[config.mk]
export PLATFORM = sky130hd
export DESIGN_NAME = addition_seq_n
export DESIGN_NICKNAME = d
export VERILOG_FILES = /design/src/rtl/addition_pkg.sv /design/src/rtl/addition_step.sv /design/src/rtl/addition_seq_n.sv
export SDC_FILE = /design/constraint.sdc
export NUM_CORES = 1
export LEC_CHECK = 0
export CORE_MARGIN = 5
export CORE_UTILIZATION = 50
export DETAILED_ROUTE_END_ITERATION = 12
export PLACE_DENSITY = 0.75
export SLEW_MARGIN = 10
export SYNTH_ARGS = -nofsm -noshare
export SYNTH_HDL_FRONTEND = slang
export SYNTH_SLANG_ARGS = --single-unit
[constraint.sdc]
create_clock -name CLK -period 7.1 [get_ports CLK]
set_clock_uncertainty 0.15 [all_clocks]
set_input_delay 1.065 -clock CLK [delete_from_list [all_inputs] [get_ports CLK]]
set_output_delay 1.065 -clock CLK [all_outputs]
set_load 0.01 [all_outputs]
[src/rtl/addition_pkg.sv]
// Shared definitions for the sequential N-operand adder (addition_seq_n).
// Holds the controller state encoding and the width helper used to size
// the operand index counter.
package addition_pkg;

   // Controller states: wait for start, accumulate one operand per clock,
   // publish the result.
   typedef enum logic [1:0] {
      ST_IDLE = 2'd0,
      ST_ACC  = 2'd1,
      ST_DONE = 2'd2
   } state_e;

   // Ceiling log2 for elaboration-time sizing (clog2(1) = 0).
   function automatic int clog2(input int value);
      int r;
      r = 0;
      for (int i = 0; i < 31; i++) begin
         if ((32'sd1 <<< i) < value) begin
            r = i + 1;
         end
      end
      return r;
   endfunction

   // Index counter width; never narrower than one bit so ICNT=1 still
   // gets a legal counter.
   function automatic int idx_width(input int n);
      int w;
      w = clog2(n);
      if (w < 1) begin
         w = 1;
      end
      return w;
   endfunction

endpackage : addition_pkg

[src/rtl/addition_step.sv]
// One accumulation step: BW-bit add with carry-out.
// Build option ADDITION_SAT_EN: when defined, a step that carries out of
// bit BW-1 clamps its sum to all-ones. Because an all-ones accumulator plus
// any non-zero operand carries again (and plus zero stays all-ones), the
// clamp is sticky for the rest of an operation without extra state.
module addition_step #(
   parameter int BW = 16
) (
   input  logic [BW-1:0] acc,
   input  logic [BW-1:0] op,
   output logic [BW-1:0] sum,
   output logic          cout
);

   logic [BW:0] wide_s;

   // BW+1-bit adder; the top bit is the carry of this step.
   always_comb begin
      wide_s = {1'b0, acc} + {1'b0, op};
      cout   = wide_s[BW];
`ifdef ADDITION_SAT_EN
      sum    = wide_s[BW] ? {BW{1'b1}} : wide_s[BW-1:0];
`else
      sum    = wide_s[BW-1:0];
`endif
   end

endmodule : addition_step

[src/rtl/addition_seq_n.sv]
// Sequential N-operand adder with ST/RD start/ready handshake.
// Latches ICNT packed operands on an accepted ST, adds one operand per
// clock, then pulses RD for one cycle with RES/OVF updated. BUSY covers
// the whole operation up to and including the RD cycle.
// Build option ADDITION_SAT_EN selects a saturating accumulator (see
// addition_step); handshake and latency do not change with it.
module addition_seq_n
   import addition_pkg::*;
#(
   parameter int BW   = 16,
   parameter int ICNT = 2
) (
   input  logic               CLK,
   input  logic               RST,
   input  logic               ST,
   input  logic [ICNT*BW-1:0] IN,
   output logic               RD,
   output logic [BW-1:0]      RES,
   output logic               OVF,
   output logic               BUSY
);

   localparam int            IW       = idx_width(ICNT);
   localparam logic [IW-1:0] LAST_IDX = IW'(ICNT - 1);

   state_e             state_q,   state_d;
   logic [IW-1:0]      idx_q,     idx_d;
   logic [BW-1:0]      acc_q,     acc_d;
   logic [ICNT*BW-1:0] op_q,      op_d;
   logic               ovf_run_q, ovf_run_d;
   logic [BW-1:0]      res_q,     res_d;
   logic               ovf_q,     ovf_d;
   logic               rd_q,      rd_d;
   logic               busy_q,    busy_d;

   logic [BW-1:0]      op_sel_s;
   logic [BW-1:0]      step_sum_s;
   logic               step_cout_s;

   // Operand for the current accumulation step, taken from the latched copy.
   always_comb begin
      op_sel_s = op_q[idx_q*BW +: BW];
   end

   addition_step #(
      .BW (BW)
   ) u_step (
      .acc  (acc_q),
      .op   (op_sel_s),
      .sum  (step_sum_s),
      .cout (step_cout_s)
   );

   // Next-state logic for the controller, datapath and registered outputs.
   always_comb begin
      state_d   = state_q;
      idx_d     = idx_q;
      acc_d     = acc_q;
      op_d      = op_q;
      ovf_run_d = ovf_run_q;
      res_d     = res_q;
      ovf_d     = ovf_q;
      rd_d      = 1'b0;
      busy_d    = busy_q;
      case (state_q)
         ST_IDLE: begin
            if (ST) begin
               // RES/OVF deliberately untouched: they hold until the next DONE.
               op_d      = IN;
               acc_d     = {BW{1'b0}};
               idx_d     = {IW{1'b0}};
               ovf_run_d = 1'b0;
               busy_d    = 1'b1;
               state_d   = ST_ACC;
            end else begin
               busy_d    = 1'b0;
            end
         end
         ST_ACC: begin
            // ST is ignored here; a busy operation never queues a restart.
            acc_d     = step_sum_s;
            ovf_run_d = ovf_run_q | step_cout_s;
            busy_d    = 1'b1;
            if (idx_q == LAST_IDX) begin
               state_d = ST_DONE;
            end else begin
               idx_d   = idx_q + IW'(1'b1);
            end
         end
         ST_DONE: begin
            res_d   = acc_q;
            ovf_d   = ovf_run_q;
            rd_d    = 1'b1;
            busy_d  = 1'b1;
            state_d = ST_IDLE;
         end
         default: begin
            state_d = ST_IDLE;
            busy_d  = 1'b0;
         end
      endcase
   end

   // State and output registers; RST aborts any operation on the same edge.
   always_ff @(posedge CLK) begin
      if (RST) begin
         state_q   <= ST_IDLE;
         idx_q     <= {IW{1'b0}};
         acc_q     <= {BW{1'b0}};
         op_q      <= {(ICNT*BW){1'b0}};
         ovf_run_q <= 1'b0;
         res_q     <= {BW{1'b0}};
         ovf_q     <= 1'b0;
         rd_q      <= 1'b0;
         busy_q    <= 1'b0;
      end else begin
         state_q   <= state_d;
         idx_q     <= idx_d;
         acc_q     <= acc_d;
         op_q      <= op_d;
         ovf_run_q <= ovf_run_d;
         res_q     <= res_d;
         ovf_q     <= ovf_d;
         rd_q      <= rd_d;
         busy_q    <= busy_d;
      end
   end

   assign RD   = rd_q;
   assign RES  = res_q;
   assign OVF  = ovf_q;
   assign BUSY = busy_q;

endmodule : addition_seq_n
==> results.cfg, run 1 <==
[power_and_ir_drop]
p_per_area_nw_per_um2 = 213
peakVddDrop_uv = 115
leakagePower_nw = 1.74

[timing]
whs_ns = 0.305
rsz0062_at_grt = no
period_minus_slack_ns = 3.31
finalHoldViolCount = 0
setup_violations = 0
period_share_pct = 46.7
timing.setup.tns_ns = 0
fmax_ghz = 0.302
worst_pin_slew_ns = 1.11
slew_headroom_pct = 25.8
drv_slew = 0

[final_layout]
fin_cells = 552
drive_gt1_share_pct = 7.46
final-seq-area_um2 = 1420
multi_input_area_um2 = 1940
fillers = 590
diodes = 0
layout-area-overhead-vs-synth_pct = 21.0
nets = 507

[clock_network]
cts_tree = yes
cts_root_buf = clkbuf_8
clock_latency_ns = 0.35
ctsHoldBuffers = 0
cts_buffer_depth = 2
cts.sinks = 71
cts_resized = 0
cts.clk_slew.worst_paths_ns = 0.07
htreeDepth = 3
cts_setup_buffers = 0
cts_made_buffers = 9

[die]
die-height_um = 93.8
fp.dieW_um = 93.8
rows = 30
start_util_pct = 51.4
coreArea_um2 = 6830
pin_count = 54
dieArea_um2 = 8800

[logic_synthesis]
synth_area_per_cell_um2 = 8.57
syn_area_um2 = 3510
synthMuxAreaShare_pct = 10.9
yosys.area_share.xor_xnor_pct = 2.49
yosys-top-cells-area = dfxtp_1, nand2_1, a21oi_1, ha_1, mux2i_1
yosys.area.top_type = dfxtp_1
synthAdderAreaFrac_pct = 7.70
ys_types = 46
synth_top_family_by_area = simple AND/OR/NAND/NOR gates
async_reset_ff_share_pct = 0
yosys.area.top_type_share_pct = 40.5
syn_inst = 410
synth_nets = 466
yosysMostFrequentCell = nand2_1
synth-main-ff-cell = dfxtp_1
synth-edff-count = 0
synth-compound-area-share_pct = 16.0
synth-simple-area-share_pct = 18.3
synth-seq-cells = 71
yosysWarnings = 0
synthTopCellsByCount = nand2_1, dfxtp_1, a21oi_1
yosysSeqAreaShare_pct = 40.5

[setup_path]
r2r_cells = 9
max_stage_delay_ns = 0.83
regToRegEndpoint = acc_q[14]$_SDFFE_PP0P_
critical_path_required_ns = 7.19
crit_path_start_kind = flop
path_cells = mux2_1 -> ha_1 -> fa_1 -> a211oi_2 -> o21bai_2 -> a21oi_4 -> o21ai_2 -> o21ai_0 -> mux2_2
critPathBufInv = 0
crit_slowest_cell = dfxtp_1
critPathCapture = acc_q[14]$_SDFFE_PP0P_
critPathKind = flop to flop
critPathLaunch = idx_q$_SDFFE_PP0P_
crit_fanout = 19
crit_arrival_ns = 3.41
worstReg2RegStart = idx_q$_SDFFE_PP0P_
path_depth = 9
crit_path_end_kind = flop
ff2ff_setup_slack_ns = 3.79
critPathTopFamily = compound AO/OA/AOI/OAI gates

[global_routing]
grt_pass1_vias = 2753
antenna_found_initial = 0
grt_max_degree = 65
track_usage_pct = 18.2
grt_overflow_total = 0
grt_first_pass_wirelength_um = 12700

[hold_path]
hold_class = flop to flop

[place]
dpl.hpwl_um = 5410
dpl.cell_count = 536
portBuffers = 53
routabilityCongestion = 0.860

[drt]
routed_via_density = 5.19
wirelength_um = 7760
drt_iter0_drc = 93
ant_nets = 0
first_pass_iters = 4
num_vias = 2866
wire_per_inst_um = 14.1
drc_errors = 0

[run]
drv_cap = 0

[status]
outcome = completed
[sequential cells by signal, indices dropped and copies added, names as in the netlist]
name,flops
RD,1
BUSY,1
ovf_run_q,1
idx_q,1
state_q,2
RES,16
OVF,1
acc_q,16
op_q,32
[how the worst min path moves through the flow]
stage | cells past startpoint | end | slack, ns | startpoint
floorplan | 2 | op_q[0]$_SDFFE_PP0P_ | 0.28 | op_q[0]$_SDFFE_PP0P_
global placement | 2 | op_q[31]$_SDFFE_PP0P_ | 0.29 | op_q[31]$_SDFFE_PP0P_
detailed placement | 2 | op_q[26]$_SDFFE_PP0P_ | 0.29 | op_q[26]$_SDFFE_PP0P_
CTS | 2 | op_q[26]$_SDFFE_PP0P_ | 0.30 | op_q[26]$_SDFFE_PP0P_
global route | 2 | op_q[15]$_SDFFE_PP0P_ | 0.33 | op_q[15]$_SDFFE_PP0P_
finish | 2 | op_q[26]$_SDFFE_PP0P_ | 0.31 | op_q[26]$_SDFFE_PP0P_
[per-layer routing]
metal	vias to the layer above	track usage [%]	wire length, µm
li1	1479	-	-
met1	1312	24.5	3790
met2	63	28.3	3400
met3	12	3.53	429
met4	0	7.94	145
met5	-	0	0
[metrics by stage]
step	instance area (µm²)	utilization [%]	worst slack, ns	total power [mW]
after floorplan	3510	-	4.18	0.525
after global placement	4040	59.1	3.80	0.562
after detailed placement	4040	59.1	3.74	0.565
after CTS	4250	62.2	3.76	0.914
after global routing	4250	62.2	3.57	0.947
final	4250	62.2	3.79	0.904
[worst min-delay path, cell delays in order, from the launching register on]
cell	delay, ns
dfxtp_1	0.31
nand2_1	0.05
a21oi_1	0.05
[cell families after synthesis]
group                      count (synthesis)
AOI/OAI and AO/OA                         93
xor gates and xnor gates                  10
adders and majority gates                 21
buffers and inverters                     29
DFF                                       71
muxes                                     36
and+or+nand+nor                          150
[where the power goes]
group          switching, mW  internal, mW  leakage [nW]
Clock                  0.151         0.197         0.102
Combinational         0.0725        0.0555          1.06
Sequential            0.0128         0.416         0.578
[placed cells by master (no fill, tap or decap), drive strengths merged]
cell	count
xnor2	3
a21oi	54
o211a	1
mux2i	19
nor2	35
a22oi	6
xor2	7
nor3	6
o211ai	1
a211o	1
clkbuf	10
clkdlybuf4s50	52
o21bai	2
o21ai	17
and2	2
a31oi	1
or3	1
a2111o	1
ha	20
nor4	1
nand2	85
nand4b	1
a21o	6
a211oi	3
inv	5
nand2b	3
nand3b	1
clkinvlp	2
nand4	3
mux2	17
and2b	1
bufinv	2
clkinv	2
nand3	2
buf	2
dfxtp	71
fa	1
and3	3
nor2b	5
and4	1
[layout make-up]
cell class	instances	share of cell area, %
timing repair buffer	54	12.5
clock inverter	6	2.00
sequential	71	33.4
tap	96	2.83
multi-input combinational	310	45.7
inverter	5	0.442
clock buffer	10	3.00
Note: power is estimated with default switching activity, not from simulation.
==> run 2: changes to the inputs <==
--- a/config.mk
+++ b/config.mk
@@ -6,9 +6,9 @@
 export NUM_CORES = 1
 export LEC_CHECK = 0
 export CORE_MARGIN = 5
-export CORE_UTILIZATION = 50
+export CORE_UTILIZATION = 49
 export DETAILED_ROUTE_END_ITERATION = 12
-export PLACE_DENSITY = 0.75
+export PLACE_DENSITY = 0.77
 export SLEW_MARGIN = 10
 export SYNTH_ARGS = -nofsm -noshare
 export SYNTH_HDL_FRONTEND = slang
==> constraint.sdc (replaced) <==
create_clock -name CLK -period 2.7 [get_ports CLK]
set_clock_uncertainty 0.15 [all_clocks]
set_input_delay 0.405 -clock CLK [delete_from_list [all_inputs] [get_ports CLK]]
set_output_delay 0.405 -clock CLK [all_outputs]
set_load 0.01 [all_outputs]
==> results.cfg, run 2 (synthesis gave the netlist of run 1 again) <==
[drt]
wire_per_inst_um = 14.4
wirelength_um = 8230
ant_nets = 0
num_vias = 2932
routed_via_density = 5.14
drc_errors = 0
drt_iter0_drc = 155
first_pass_iters = 4

[die]
dieArea_um2 = 8960
coreArea_um2 = 6870
start_util_pct = 51.1
rows = 30
pin_count = 54
die-height_um = 94.7
fp.dieW_um = 94.7

[timing]
setup_violations = 0
finalHoldViolCount = 0
drv_slew = 0
fmax_ghz = 0.384
timing.setup.tns_ns = 0
period_minus_slack_ns = 2.61
worst_pin_slew_ns = 0.376
period_share_pct = 96.5
timing.final.ws_setup_ns = 0.0938
slew_headroom_pct = 74.9

[final_layout]
layout-area-overhead-vs-synth_pct = 25.4
fillers = 594
diodes = 0
final_cell_mix = nand2_1, dfxtp_1, clkdlybuf4s50_1, a21oi_1, nor2_1
nets = 525
largest_reg_flops = 32
fin_cells = 570
drive_gt1_share_pct = 12.7
regMostFlops = op_q
layout_commonest_cell = nand2_1

[setup_path]
path_cells = mux2_4 -> ha_2 -> fa_2 -> a211oi_2 -> o21bai_2 -> a21oi_4 -> buf_6 -> o21ai_2 -> or3_1 -> nand4_1
r2r_cells = 10
crit_slowest_cell = dfxtp_4
ff2ff_setup_slack_ns = 0.09
critical_path_required_ns = 2.83
critPathKind = flop to flop
critPathTopFamily = adder cells
crit_arrival_ns = 2.74
max_stage_delay_ns = 0.39
crit_fanout = 4
crit_path_end_kind = flop
critPathBufInv = 1
worstReg2RegStart = idx_q$_SDFFE_PP0P_
crit_path_start_kind = flop
regToRegEndpoint = acc_q[10]$_SDFFE_PP0P_

[power_and_ir_drop]
peakVddDrop_uv = 315
leakagePower_nw = 1.83
p_per_area_nw_per_um2 = 533
power.total_mw = 2.35

[hold_path]
hold_end = RES[0]$_SDFFE_PP0P_
worstHoldStart = RST
min_delay_path_depth = 2
hold_class = input pin to flop

[global_routing]
grt_overflow_total = 0
antenna_found_initial = 0
grt_pass1_vias = 2879
grt_max_degree = 35
track_usage_pct = 19.0
grt_first_pass_wirelength_um = 13500

[place]
dpl.hpwl_um = 5910
dpl.cell_count = 551
dpl_worst_slack_ns = -0.0277
routabilityCongestion = 0.924
portBuffers = 53

[clock_network]
cts_root_buf = clkbuf_8
cts.sinks = 71
cts_tree = yes
cts_made_buffers = 9
htreeDepth = 3
clock_latency_ns = 0.34
cts_buffer_depth = 2
cts.clk_slew.worst_paths_ns = 0.08

[status]
outcome = completed

[run]
drv_cap = 0
## run 2: cell count changes in the layout (fill, tap and decap cells not counted), sizes merged
cell,change
buf,+18
bufinv,-1
clkinv,+1
## run 2: worst max-delay path by stage
stage          cells after the start          startpoint                endpoint  slack (ns)
2_1_floorplan                     10  idx_q$_SDFFE_PP0P_  acc_q[14]$_SDFFE_PP0P_       0.003
3_3_place_gp                       9  idx_q$_SDFFE_PP0P_  acc_q[14]$_SDFFE_PP0P_        0.04
3_5_place_dp                       9  idx_q$_SDFFE_PP0P_  acc_q[14]$_SDFFE_PP0P_       -0.03
4_1_cts                           10  idx_q$_SDFFE_PP0P_  acc_q[10]$_SDFFE_PP0P_        0.03
5_1_grt                           10  idx_q$_SDFFE_PP0P_  acc_q[10]$_SDFFE_PP0P_       -0.02
6_report                          10  idx_q$_SDFFE_PP0P_  acc_q[10]$_SDFFE_PP0P_        0.09
## run 2: report_power, final
group / internal (mW) / total [mW] / switching, mW
combinational: 0.171 / 0.375 / 0.204
clock: 0.447 / 0.851 / 0.405
sequential: 1.09 / 1.12 / 0.0297
## run 2: worst register-to-register path: stages (launching register included)
cell      delay [ns]
dfxtp_4         0.39
mux2_4          0.32
ha_2            0.20
fa_2            0.37
a211oi_2        0.23
o21bai_2        0.10
a21oi_4         0.16
buf_6           0.12
o21ai_2         0.07
or3_1           0.35
nand4_1         0.09
## run 2: final cells by class
class,instances,area (µm²),area share [%]
clock inverter,6,60.1,1.36
clock buffer,10,138,3.12
sequential,71,1430,32.3
tap,96,120,2.73
timing repair buffer,72,679,15.4
inverter,5,18.8,0.426
multi-input combinational,310,1960,44.6
## run 2: per-stage QoR
stage	util [%]	area, µm²	hold slack, ns
after floorplan	-	3520	0.282
after global placement	60.5	4150	0.289
after detailed placement	60.5	4150	0.297
after CTS	63.8	4380	0.253
after global routing	64.1	4410	0.258
final	64.1	4410	0.260
## run 2: what timing repair did
action	CTS	global route
pin swaps	2	4
endpoints found under the setup margin	3	10
hold buffers	0	0
buffers inserted	3	0
resized for setup	4	8
## run 2: metal layers
metal,wire length [µm],share of wire (%),vias up,GRT usage (%)
met2,3700,45,57,29.1
met3,365,4.4,11,3.82
met5,0,0,-,0
met4,124,1.5,0,7.33
li1,-,-,1530,-
met1,4040,49,1334,26.3
